**src/rtl/bsg_axi_pkg.sv**
```systemverilog
// bsg_axi_pkg: shared AXI response and protection encodings.

package bsg_axi_pkg;

  typedef enum logic [1:0] {
    e_axi_resp_okay   = 2'b00,
    e_axi_resp_exokay = 2'b01,
    e_axi_resp_slverr = 2'b10,
    e_axi_resp_decerr = 2'b11
  } axi_resp_e;

  // Bit 0 privileged, bit 1 non-secure, bit 2 instruction access
  typedef enum logic [2:0] {
    e_axi_prot_default = 3'b000,
    e_axi_prot_priv    = 3'b001,
    e_axi_prot_nonsec  = 3'b010,
    e_axi_prot_instr   = 3'b100
  } axi_prot_e;

endpackage

```
**src/rtl/bsg_axil_store_unpacker_if.sv**
```systemverilog
// bsg_axil_store_unpacker_if: AXI4-Lite five-channel bundle.
// master modport drives requests, slave modport drives responses.

interface bsg_axil_store_unpacker_if #(
  parameter int addr_width_p = 32,
  parameter int data_width_p = 32
);

  logic [addr_width_p-1:0]   awaddr;
  logic [2:0]                awprot;
  logic                      awvalid;
  logic                      awready;

  logic [data_width_p-1:0]   wdata;
  logic [data_width_p/8-1:0] wstrb;
  logic                      wvalid;
  logic                      wready;

  logic [1:0]                bresp;
  logic                      bvalid;
  logic                      bready;

  logic [addr_width_p-1:0]   araddr;
  logic [2:0]                arprot;
  logic                      arvalid;
  logic                      arready;

  logic [data_width_p-1:0]   rdata;
  logic [1:0]                rresp;
  logic                      rvalid;
  logic                      rready;

  modport master (
    output awaddr, awprot, awvalid, input awready,
    output wdata, wstrb, wvalid, input wready,
    input bresp, bvalid, output bready,
    output araddr, arprot, arvalid, input arready,
    input rdata, rresp, rvalid, output rready
  );

  modport slave (
    input awaddr, awprot, awvalid, output awready,
    input wdata, wstrb, wvalid, output wready,
    output bresp, bvalid, input bready,
    input araddr, arprot, arvalid, output arready,
    output rdata, rresp, rvalid, input rready
  );

endinterface

```
**src/rtl/bsg_two_fifo.sv**
```systemverilog
// bsg_two_fifo: 2-entry valid/ready FIFO with yumi (dequeue) handshake on the output side.

module bsg_two_fifo #(
  parameter int width_p = 8
) (
  input  logic               clk_i,
  input  logic               reset_i,
  input  logic [width_p-1:0] data_i,
  input  logic               v_i,
  output logic               ready_o,
  output logic [width_p-1:0] data_o,
  output logic               v_o,
  input  logic               yumi_i
);

  logic [width_p-1:0] r_mem [2];
  logic               r_wptr;
  logic               r_rptr;
  logic [1:0]         r_count;
  logic               w_enq;
  logic               w_deq;

  assign ready_o = (r_count != 2'd2);
  assign v_o     = (r_count != 2'd0);
  assign data_o  = r_mem[r_rptr];
  assign w_enq   = v_i & ready_o;
  assign w_deq   = yumi_i & v_o;

  always_ff @(posedge clk_i) begin
    if (reset_i) begin
      r_wptr  <= 1'b0;
      r_rptr  <= 1'b0;
      r_count <= 2'd0;
    end else begin
      if (w_enq) r_wptr <= ~r_wptr;
      if (w_deq) r_rptr <= ~r_rptr;
      r_count <= r_count + 2'(w_enq) - 2'(w_deq);
    end
  end

  always_ff @(posedge clk_i) begin
    if (w_enq) r_mem[r_wptr] <= data_i;
  end

endmodule

```
**src/rtl/bsg_axil_store_unpacker.sv**
```systemverilog
// bsg_axil_store_unpacker: replays packed {wnr, addr, data} words as single AXI4-Lite transactions.
// Define BSG_AXIL_STORE_UNPACKER_BUF_EN to insert a 2-entry bsg_two_fifo on the command input.

module bsg_axil_store_unpacker
  import bsg_axi_pkg::*;
#(
  parameter int axil_addr_width_p    = 32,
  parameter int axil_data_width_p    = 32,
  parameter int payload_data_width_p = 8,
  parameter int payload_addr_width_p = axil_data_width_p - payload_data_width_p - 1,
  parameter logic [axil_addr_width_p-1:0] base_addr_p = '0
) (
  input  logic                         clk_i,
  input  logic                         reset_i,
  input  logic [axil_data_width_p-1:0] data_i,
  input  logic                         v_i,
  output logic                         ready_o,
  output logic [axil_data_width_p-1:0] data_o,
  output logic                         v_o,
  input  logic                         ready_i,
  bsg_axil_store_unpacker_if.master    m_axil
);

  localparam int lanes_lp    = axil_data_width_p / payload_data_width_p;
  localparam int lane_w_lp   = (lanes_lp > 1) ? $clog2(lanes_lp) : 1;
  localparam int pbytes_lp   = payload_data_width_p / 8;
  localparam int pbyte_lg_lp = $clog2(pbytes_lp);
  localparam int strb_w_lp   = axil_data_width_p / 8;

  typedef enum logic [2:0] {
    e_ready, e_write, e_write_resp, e_read_addr, e_read_resp, e_read_out
  } state_e;

  // Byte-lane index of the payload inside the AXI data word
  function automatic logic [lane_w_lp-1:0] lane_of(input logic [payload_addr_width_p-1:0] a);
    logic [payload_addr_width_p-1:0] s;
    s = a >> pbyte_lg_lp;
    return (lanes_lp > 1) ? s[lane_w_lp-1:0] : '0;
  endfunction

  state_e                            r_state, w_state_n;
  logic [payload_addr_width_p-1:0]   r_cmd_addr;
  logic [payload_data_width_p-1:0]   r_cmd_pdata;
  logic                              r_aw_done, r_w_done;
  logic [axil_data_width_p-1:0]      r_data_o;

  logic [axil_data_width_p-1:0]      w_cmd_data;
  logic                              w_cmd_v;
  logic                              w_fsm_ready;
  logic                              w_capture, w_rcap;
  logic                              w_awvalid, w_wvalid, w_bready, w_arvalid, w_rready, w_v_o;
  logic                              w_aw_hs, w_w_hs;
  logic [lane_w_lp-1:0]              w_lane;
  logic [axil_addr_width_p-1:0]      w_addr_ext;
  logic [strb_w_lp-1:0]              w_strb_base, w_wstrb;
  logic [payload_data_width_p-1:0]   w_rsel;
  logic [axil_data_width_p-1:0]      w_rdata_ext;

`ifdef BSG_AXIL_STORE_UNPACKER_BUF_EN
  bsg_two_fifo #(.width_p(axil_data_width_p)) cmd_fifo (
    .clk_i   (clk_i),
    .reset_i (reset_i),
    .data_i  (data_i),
    .v_i     (v_i),
    .ready_o (ready_o),
    .data_o  (w_cmd_data),
    .v_o     (w_cmd_v),
    .yumi_i  (w_fsm_ready & w_cmd_v)
  );
`else
  assign w_cmd_data = data_i;
  assign w_cmd_v    = v_i;
  assign ready_o    = w_fsm_ready;
`endif

  assign w_aw_hs = w_awvalid & m_axil.awready;
  assign w_w_hs  = w_wvalid & m_axil.wready;

  always_comb begin
    w_state_n   = r_state;
    w_fsm_ready = 1'b0;
    w_capture   = 1'b0;
    w_rcap      = 1'b0;
    w_awvalid   = 1'b0;
    w_wvalid    = 1'b0;
    w_bready    = 1'b0;
    w_arvalid   = 1'b0;
    w_rready    = 1'b0;
    w_v_o       = 1'b0;
    case (r_state)
      e_ready: begin
        w_fsm_ready = 1'b1;
        if (w_cmd_v) begin
          w_capture = 1'b1;
          w_state_n = w_cmd_data[axil_data_width_p-1] ? e_write : e_read_addr;
        end
      end
      e_write: begin
        w_awvalid = ~r_aw_done;
        w_wvalid  = ~r_w_done;
        if ((r_aw_done | w_aw_hs) & (r_w_done | w_w_hs)) w_state_n = e_write_resp;
      end
      e_write_resp: begin
        w_bready = 1'b1;
        if (m_axil.bvalid) w_state_n = e_ready;
      end
      e_read_addr: begin
        w_arvalid = 1'b1;
        if (m_axil.arready) w_state_n = e_read_resp;
      end
      e_read_resp: begin
        w_rready = 1'b1;
        if (m_axil.rvalid) begin
          w_rcap    = 1'b1;
          w_state_n = e_read_out;
        end
      end
      e_read_out: begin
        w_v_o = 1'b1;
        if (ready_i) w_state_n = e_ready;
      end
      default: w_state_n = e_ready;
    endcase
  end

  always_comb begin
    w_lane                                = lane_of(r_cmd_addr);
    w_addr_ext                            = '0;
    w_addr_ext[payload_addr_width_p-1:0]  = r_cmd_addr;
    w_addr_ext                            = w_addr_ext | base_addr_p;
    w_strb_base                           = '0;
    w_strb_base[pbytes_lp-1:0]            = '1;
    w_wstrb                               = w_strb_base << (w_lane * pbytes_lp);
    w_rsel      = m_axil.rdata[w_lane*payload_data_width_p +: payload_data_width_p];
    w_rdata_ext                           = '0;
    w_rdata_ext[payload_data_width_p-1:0] = w_rsel;
  end

  // Done flags only live inside e_write; they clear as the write phase ends
  always_ff @(posedge clk_i) begin
    if (reset_i) begin
      r_state     <= e_ready;
      r_cmd_addr  <= '0;
      r_cmd_pdata <= '0;
      r_aw_done   <= 1'b0;
      r_w_done    <= 1'b0;
      r_data_o    <= '0;
    end else begin
      r_state   <= w_state_n;
      r_aw_done <= (r_state == e_write) && (w_state_n == e_write) && (r_aw_done | w_aw_hs);
      r_w_done  <= (r_state == e_write) && (w_state_n == e_write) && (r_w_done | w_w_hs);
      if (w_capture) begin
        r_cmd_addr  <= w_cmd_data[axil_data_width_p-2 -: payload_addr_width_p];
        r_cmd_pdata <= w_cmd_data[payload_data_width_p-1:0];
      end
      if (w_rcap) r_data_o <= w_rdata_ext;
    end
  end

  assign m_axil.awaddr  = w_addr_ext;
  assign m_axil.awprot  = e_axi_prot_default;
  assign m_axil.awvalid = w_awvalid;
  assign m_axil.wdata   = {lanes_lp{r_cmd_pdata}};
  assign m_axil.wstrb   = w_wstrb;
  assign m_axil.wvalid  = w_wvalid;
  assign m_axil.bready  = w_bready;
  assign m_axil.araddr  = w_addr_ext;
  assign m_axil.arprot  = e_axi_prot_default;
  assign m_axil.arvalid = w_arvalid;
  assign m_axil.rready  = w_rready;

  assign data_o = r_data_o;
  assign v_o    = w_v_o;

endmodule

```
**src/flat_wrapper.sv**
```systemverilog
// flat-port wrapper written by rule: the top's interface ports become plain ports
module bsg_axil_store_unpacker_flat import bsg_axi_pkg::*;
#(
  parameter int axil_addr_width_p    = 32,
  parameter int axil_data_width_p    = 32,
  parameter int payload_data_width_p = 8,
  parameter int payload_addr_width_p = axil_data_width_p - payload_data_width_p - 1,
  parameter logic [axil_addr_width_p-1:0] base_addr_p = '0
)
  (clk_i, reset_i, data_i, v_i, ready_o, data_o, v_o, ready_i, m_axil_awaddr, m_axil_awprot, m_axil_awvalid, m_axil_awready, m_axil_wdata, m_axil_wstrb, m_axil_wvalid, m_axil_wready, m_axil_bresp, m_axil_bvalid, m_axil_bready, m_axil_araddr, m_axil_arprot, m_axil_arvalid, m_axil_arready, m_axil_rdata, m_axil_rresp, m_axil_rvalid, m_axil_rready);
  bsg_axil_store_unpacker_if #(.addr_width_p(32), .data_width_p(32)) m_axil_i ();
  input  logic clk_i;
  input  logic reset_i;
  input  logic [axil_data_width_p-1:0] data_i;
  input  logic v_i;
  output logic ready_o;
  output logic [axil_data_width_p-1:0] data_o;
  output logic v_o;
  input  logic ready_i;
  output wire logic [$bits(m_axil_i.awaddr)-1:0] m_axil_awaddr;
  output wire logic [$bits(m_axil_i.awprot)-1:0] m_axil_awprot;
  output wire logic [$bits(m_axil_i.awvalid)-1:0] m_axil_awvalid;
  input wire logic [$bits(m_axil_i.awready)-1:0] m_axil_awready;
  output wire logic [$bits(m_axil_i.wdata)-1:0] m_axil_wdata;
  output wire logic [$bits(m_axil_i.wstrb)-1:0] m_axil_wstrb;
  output wire logic [$bits(m_axil_i.wvalid)-1:0] m_axil_wvalid;
  input wire logic [$bits(m_axil_i.wready)-1:0] m_axil_wready;
  input wire logic [$bits(m_axil_i.bresp)-1:0] m_axil_bresp;
  input wire logic [$bits(m_axil_i.bvalid)-1:0] m_axil_bvalid;
  output wire logic [$bits(m_axil_i.bready)-1:0] m_axil_bready;
  output wire logic [$bits(m_axil_i.araddr)-1:0] m_axil_araddr;
  output wire logic [$bits(m_axil_i.arprot)-1:0] m_axil_arprot;
  output wire logic [$bits(m_axil_i.arvalid)-1:0] m_axil_arvalid;
  input wire logic [$bits(m_axil_i.arready)-1:0] m_axil_arready;
  input wire logic [$bits(m_axil_i.rdata)-1:0] m_axil_rdata;
  input wire logic [$bits(m_axil_i.rresp)-1:0] m_axil_rresp;
  input wire logic [$bits(m_axil_i.rvalid)-1:0] m_axil_rvalid;
  output wire logic [$bits(m_axil_i.rready)-1:0] m_axil_rready;
  assign m_axil_awaddr = m_axil_i.awaddr;
  assign m_axil_awprot = m_axil_i.awprot;
  assign m_axil_awvalid = m_axil_i.awvalid;
  assign m_axil_i.awready = m_axil_awready;
  assign m_axil_wdata = m_axil_i.wdata;
  assign m_axil_wstrb = m_axil_i.wstrb;
  assign m_axil_wvalid = m_axil_i.wvalid;
  assign m_axil_i.wready = m_axil_wready;
  assign m_axil_i.bresp = m_axil_bresp;
  assign m_axil_i.bvalid = m_axil_bvalid;
  assign m_axil_bready = m_axil_i.bready;
  assign m_axil_araddr = m_axil_i.araddr;
  assign m_axil_arprot = m_axil_i.arprot;
  assign m_axil_arvalid = m_axil_i.arvalid;
  assign m_axil_i.arready = m_axil_arready;
  assign m_axil_i.rdata = m_axil_rdata;
  assign m_axil_i.rresp = m_axil_rresp;
  assign m_axil_i.rvalid = m_axil_rvalid;
  assign m_axil_rready = m_axil_i.rready;
  bsg_axil_store_unpacker #(.axil_addr_width_p(axil_addr_width_p), .axil_data_width_p(axil_data_width_p), .payload_data_width_p(payload_data_width_p), .payload_addr_width_p(payload_addr_width_p), .base_addr_p(base_addr_p)) u_core (.clk_i(clk_i), .reset_i(reset_i), .data_i(data_i), .v_i(v_i), .ready_o(ready_o), .data_o(data_o), .v_o(v_o), .ready_i(ready_i), .m_axil(m_axil_i));
endmodule
```
**config.mk**
```make
export PLATFORM = sky130hd
export DESIGN_NAME = bsg_axil_store_unpacker_flat
export DESIGN_NICKNAME = d
export VERILOG_FILES = /design/src/rtl/bsg_axi_pkg.sv /design/src/rtl/bsg_axil_store_unpacker_if.sv /design/src/rtl/bsg_two_fifo.sv /design/src/rtl/bsg_axil_store_unpacker.sv /design/src/flat_wrapper.sv
export SDC_FILE = /design/constraint.sdc
export NUM_CORES = 1
export LEC_CHECK = 0
export BUFFER_PORTS_ARGS = -buffer_cell sky130_fd_sc_hd__buf_2
export CAP_MARGIN = 15
export CORE_AREA = 2 2 86 88
export CTS_CLUSTER_SIZE = 20
export DETAILED_ROUTE_END_ITERATION = 8
export DIE_AREA = 0 0 88 90
export HOLD_SLACK_MARGIN = 0.12
export PLACE_DENSITY = 0.79
export SYNTH_ARGS = -nofsm -noshare
export SYNTH_HDL_FRONTEND = slang
export SYNTH_SLANG_ARGS = --single-unit
```
**constraint.sdc**
```tcl
create_clock -name clk_i -period 1.75 [get_ports clk_i]
set_input_delay 0.0875 -clock clk_i [delete_from_list [all_inputs] [get_ports clk_i]]
set_output_delay 0.0875 -clock clk_i [all_outputs]
set_load 0.02 [all_outputs]
```
==> impl_metrics.json, run 1 <==
{
  "outcome": "finished clean",
  "n_fill_cell": 677,
  "grt_pass1_vias": 2195,
  "drcViolationCount": 0,
  "power_density_mw_per_mm2": 825,
  "ys.flop_type": "dfxtp_1",
  "p_total_mw": 2.85,
  "power.leakage_nw": 1.84,
  "drt_iter0_drc": 110,
  "fin_nets": 535,
  "finalCriticalPeriod_ns": 1.67,
  "synth_cell_types": 34,
  "grt_start_max_net_pins": 33,
  "grt_overflow": 0,
  "design.die.area_sq_mm": 0.00792,
  "slew_violations": 0,
  "drive_above_1_share_pct": 42.7,
  "finalCritPeriodShare_pct": 95.5,
  "num_vias": 2426,
  "dp_slack_ns": 0.236,
  "timing.final.ws_setup_ns": 0.0785,
  "finalSetupTns_ns": 0,
  "die_w_um": 88,
  "yosysMostFrequentCell": "buf_4",
  "peakVddDrop_uv": 298,
  "die_h_um": 90,
  "antenna_found_initial": 0,
  "utilization_pct": 49.2,
  "yosys.area.top_type_share_pct": 33.6,
  "dp_hpwl_mm": 5.04,
  "cp-end-kind": "output pin",
  "initial_core_util_pct": 37.4,
  "dr.pass1.iters": 4,
  "areaGrowthSynthToFinish_pct": 31.7,
  "synth_top_cells_by_area": "dfxtp_1 (34%), buf_4 (27%), nand2_1 (9.0%), mux4_2 (6.9%), a21oi_1 (6.1%)",
  "async_flop_share_pct": 0,
  "synth_top_area_cell": "dfxtp_1",
  "worst_slew_pin_slew_ns": 0.762,
  "avgSynthCellArea_sq_um": 8.54,
  "grt_pass1_wl_mm": 10.8,
  "cp_cell_sequence": "buf_4 > or3b_2 > nor2_1 > buf_2",
  "finalSetupViolCount": 0,
  "synthCells": 307,
  "maxCapViolations": 0,
  "hold_slack_ns": 0.147,
  "synth_edf_count": 0,
  "start_kind": "flip-flop",
  "rsz0062_at_grt": "false",
  "gp_congestion": 0.827,
  "syn_area_sq_mm": 0.00262,
  "worstHoldPathType": "in2reg",
  "finalHoldViolCount": 0,
  "cts_root_buf": "clkbuf_8",
  "io_buffer_count": 169,
  "yosysWarnings": 0,
  "wl_per_cell_um": 12.5,
  "finalWirelength_mm": 6.98,
  "placementRows": 31,
  "ant_nets": 0,
  "cp_max_fo": 12,
  "synth_common_cells": "buf_4 (95), nand2_1 (63), dfxtp_1 (44)",
  "clock_skew_ns": 0.00950,
  "num_io_pins": 222,
  "fmaxAchievable_mhz": 598,
  "cts.sinks": 44,
  "core_area_sq_mm": 0.00702,
  "vias_per_cell": 4.35,
  "grt_use_total_pct": 17.2,
  "clk_latency_ns": 0.29,
  "htree_levels": 2,
  "clkSlewWorstSetupHoldPaths_ns": 0.07,
  "cp.required_ns": 1.66,
  "n_antenna_cell": 0,
  "synth_seq_area_share_pct": 33.6,
  "numCtsBuffers": 5,
  "max_slew_margin_pct": 48.9,
  "ys_seq_elements": 44,
  "cts_buffer_depth": 2,
  "cts_tree": "done",
  "arrival_ns": 1.58,
  "max_stage_delay_ns": 0.45,
  "critPathKind": "reg2out",
  "slowest_stage": "or3b_2"
}
## per-stage QoR
stage	instances	instance area (sq um)
final	558	3450
after global routing	558	3450
after CTS	558	3450
after detailed placement	519	3050
after global placement	519	3050
after floorplan	354	2800
## final cells by class
type                       count  area, sq um  share of cell area (%)
tap                           99          124                    3.59
timing repair buffer         209         1240                    35.9
sequential                    44          881                    25.5
multi-input combinational    198         1120                    32.4
clock buffer                   8         90.1                    2.61
## power by group
group	switching, mW	total [mW]	leakage (nW)	internal [mW]
registers	0.0641	1.14	0.359	1.08
clock network	0.320	0.642	0.0455	0.322
logic	0.664	1.07	1.43	0.401
total	1.05	2.85	1.84	1.80
## final timing paths
check | startpoint | endpoint | slack (ns) | depth (start not counted)
min | m_axil_arready | u_core.r_state[2] | 0.15 | 3
min reg2reg | u_core.r_cmd_addr[3] | u_core.r_cmd_addr[3] | 0.47 | 2
max | u_core.r_state[2] | m_axil_wvalid | 0.08 | 4
max reg2reg | u_core.r_state[1] | u_core.data_o[7] | 0.24 | 4
## cell families after synthesis
group / share of synthesized area (%)
buf+inv: 30.8
simple gates: 16.6
compound gates: 11.2
flops: 33.6
mux: 7.68
other cells: 0.143
## routing by layer
metal,wire [um],GRT usage (%)
met4,110,5.64
met1,2590,18.5
met5,0,0
met3,692,4.96
met2,3590,31.3
## repair_timing
action | CTS | global route
setup buffers | 0 | 0
setup endpoints to repair | 0 | 2
endpoints found under the hold margin | 31 | 0
gates resized for setup | 0 | 1
hold buffers | 31 | 0
## state kept, by name (all words and copies together), names as in the netlist
| name | flops |
|---|---|
| u_core.data_o | 8 |
| u_core.r_aw_done | 1 |
| u_core.r_cmd_addr | 23 |
| u_core.r_cmd_pdata | 8 |
| u_core.r_state | 3 |
| u_core.r_w_done | 1 |
## cell usage in the layout, fill, tap and decap left out, types with 2 or more instances in the layout
master         count
clkbuf_1           2
a21oi_1           32
and2_1             3
clkbuf_8           6
conb_1            48
nor4bb_1           2
nor2b_1            6
nand2_1           63
mux4_2             8
nor2_1             7
dfxtp_1           44
a22o_1             8
nor4_1             2
buf_2            169
buf_4              7
dlygate4sd3_1     31
## worst max-delay path: cells and delay by family, from the launching register on
family / cells / cell delay (ns)
buffers and inverters: 2 / 0.37
DFF: 1 / 0.36
and+or+nand+nor: 2 / 0.57
No activity file was read; power rests on OpenSTA's default activity.
==> inputs of run 2 (changes only) <==
CORE_AREA = 2 2 85 87   (was 2 2 86 88)
DIE_AREA = 0 0 87 89   (was 0 0 88 90)
PLACE_DENSITY = 0.8   (was 0.79)
SYNTH_HIERARCHICAL = 1   (was not set)
==> run 2 against run 1 <==
Compared with the run above:
- sequential power hardly changed
- combinational power down 5%
- register-to-register slack better by 0.03 ns
- worst setup slack better by 0.12 ns
- via count fell by 0.91%
- clock power up 27%
- area after synthesis down 0.95%
- global-route usage shrank 0.78 points
- maximum frequency up 7.6%
- final cell count fell by 2.7%
- worst hold slack improved by 0.0063 ns
- largest power group unchanged
==> impl_metrics.json, run 2 <==
{
  "ant_nets": 0,
  "finalCriticalPeriod_ns": 1.55,
  "die_h_um": 89,
  "dr.pass1.iters": 5,
  "yosys.area.top_type_share_pct": 33.9,
  "gp_congestion": 0.862,
  "slew_violations": 0,
  "max_slew_margin_pct": 59.0,
  "hp-start": "ready_i",
  "async_flop_share_pct": 0,
  "synth-simple-area-share_pct": 17.0,
  "peakVddDrop_uv": 266,
  "largest_reg_flops": 23,
  "yosys.area_share.adder_pct": 0,
  "drive_above_1_share_pct": 42.1,
  "layout_commonest_cell": "buf_2",
  "timing.final.ws_setup_ns": 0.196,
  "cp.required_ns": 1.66,
  "hold_slack_ns": 0.153,
  "areaGrowthSynthToFinish_pct": 32.5,
  "synth_top_cells_by_area": "dfxtp_1 (34%), buf_4 (27%), nand2_1 (9.2%), mux4_2 (6.9%), a21oi_1 (6.4%)",
  "n_antenna_cell": 0,
  "outcome": "finished clean",
  "cts_buffer_depth": 2,
  "synth_cell_types": 25,
  "ys_seq_elements": 44,
  "critPathKind": "reg2out",
  "power.leakage_nw": 1.84,
  "initial_core_util_pct": 38.7,
  "worstHoldPathType": "in2reg",
  "finalHoldViolCount": 0,
  "r2r_end": "u_core/r_state[1]",
  "grt_use_total_pct": 16.4,
  "design.die.area_sq_mm": 0.00774,
  "cts_tree": "done",
  "power_density_mw_per_mm2": 869,
  "num_vias": 2404,
  "grt_pass1_wl_mm": 9.99,
  "synth_seq_area_share_pct": 33.9,
  "synth_top_area_cell": "dfxtp_1",
  "postCtsResizedCells": 0,
  "drcViolationCount": 0,
  "synth_common_cells": "buf_4 (95), nand2_1 (64), dfxtp_1 (44)",
  "dp_slack_ns": 0.280,
  "numCtsBuffers": 5,
  "n_fill_cell": 634,
  "worst_slew_pin_slew_ns": 0.616,
  "htree_levels": 2,
  "final_cell_mix": "buf_2 (169), nand2_1 (64), conb_1 (48)",
  "synth_edf_count": 0,
  "finalSetupViolCount": 0,
  "arrival_ns": 1.47,
  "clkSlewWorstSetupHoldPaths_ns": 0.08,
  "dp_hpwl_mm": 5.08,
  "cp-end-kind": "output pin",
  "fin_nets": 539,
  "cp_max_fo": 6,
  "syn_area_sq_mm": 0.00260,
  "antenna_found_initial": 0,
  "grt_overflow": 0,
  "grt_start_max_net_pins": 33,
  "drt_iter0_drc": 66,
  "num_io_pins": 222,
  "clk_latency_ns": 0.29,
  "start_kind": "flip-flop",
  "finalSetupTns_ns": 0,
  "wl_per_cell_um": 12.9,
  "cts.sinks": 44,
  "cts_root_buf": "clkbuf_8",
  "yosysWarnings": 6,
  "grt_pass1_vias": 2124,
  "placementRows": 30,
  "vias_per_cell": 4.43,
  "synth_top_family_by_area": "buffers and inverters",
  "utilization_pct": 51.2,
  "worstReg2RegStart": "u_core/r_state[0]",
  "clock_skew_ns": 0.00484,
  "hold_depth": 4,
  "finalWirelength_mm": 7.01,
  "r2r_cells": 3,
  "synth-xor-area-share_pct": 0,
  "synthCells": 309,
  "maxCapViolations": 0,
  "avgSynthCellArea_sq_um": 8.41,
  "ys.flop_type": "dfxtp_1",
  "yosysMostFrequentCell": "buf_4",
  "p_total_mw": 2.99,
  "finalCritPeriodShare_pct": 88.8,
  "fmaxAchievable_mhz": 644,
  "r2r_slack_ns": 0.27,
  "muxShareOfSynthArea_pct": 6.94,
  "top_register": "u_core/r_cmd_addr",
  "io_buffer_count": 169,
  "synth_compound_area_share_pct": 10.5,
  "rsz0062_at_grt": "false",
  "core_area_sq_mm": 0.00672,
  "min_to": "u_core/r_state[2]",
  "die_w_um": 87
}
==> run 2: changes by cell type in the layout (fill, tap and decap cells not counted), moves of 2 or more <==
cell | previous run | this run
clkbuf_1 | 2 | 0
dlygate4sd3_1 | 31 | 34
nor4bb_1 | 2 | 0
nor3_1 | 1 | 4
nor3b_1 | 1 | 3
nor4_1 | 2 | 0
nor2b_1 | 6 | 9
o21ai_0 | 0 | 3
==> run 2: repair_timing <==
item / in CTS / in global routing
setup endpoints to repair: 0 / 0
setup buffers: 0 / 0
hold buffers: 34 / 0
endpoints found under the hold margin: 34 / 0
==> run 2: final cells by class <==
| type | count | area [sq um] | share of cell area [%] |
|---|---|---|---|
| Timing Repair Buffer | 211 | 1250 | 36.2 |
| Multi-Input combinational cell | 199 | 1090 | 31.6 |
| Sequential cell | 44 | 881 | 25.6 |
| Tap cell | 80 | 100 | 2.91 |
| Clock buffer | 6 | 82.6 | 2.40 |
| Clock inverter | 2 | 38.8 | 1.13 |
| Inverter | 1 | 3.75 | 0.109 |
==> run 2: power breakdown <==
group / switching [mW] / leakage [nW] / internal [mW]
Combinational: 0.639 / 1.41 / 0.383
Sequential: 0.0769 / 0.359 / 1.08
Clock: 0.348 / 0.0614 / 0.467
==> run 2: layer usage <==
layer | share of wire, % | vias to the layer above | wire (um) | track usage (%)
li1 | - | 1176 | - | -
met1 | 39 | 1076 | 2740 | 19.8
met2 | 52 | 146 | 3630 | 29.8
met3 | 8.3 | 6 | 584 | 3.42
met4 | 0.80 | 0 | 56 | 3.98
met5 | 0 | - | 0 | 0
==> run 2: stage by stage <==
stage / cells / instance area, sq um
floorplan: 356 / 2780
global placement: 501 / 2980
detailed placement: 501 / 2980
CTS: 543 / 3440
global route: 543 / 3440
finish: 543 / 3440
==> run 2: how the worst max path moves through the flow <==
stage	start	to	cells after the start
final	u_core/r_state[0]	m_axil_wvalid	3
after floorplan	u_core/r_cmd_addr[0]	u_core/data_o[1]	3
after global placement	u_core/r_state[0]	u_core/r_state[1]	3
after detailed placement	u_core/r_state[0]	u_core/r_state[1]	3
after global routing	u_core/r_state[0]	m_axil_arvalid	4
after CTS	u_core/r_state[0]	m_axil_wvalid	3
==> run 2: worst max-delay path, cell delays in order, from the launching register on <==
cell and delay, ns:
dfxtp_1 0.46, or3b_1 0.43, nor2_1 0.11, buf_2 0.17
==> run 2: logic make-up (layout without fill, tap and decap cells) <==
logic type	after synthesis	in the layout
buffers and inverters	113	220
muxes	8	8
AOI/OAI and AO/OA	47	47
other	1	48
and+or+nand+nor	96	96
DFF	44	44
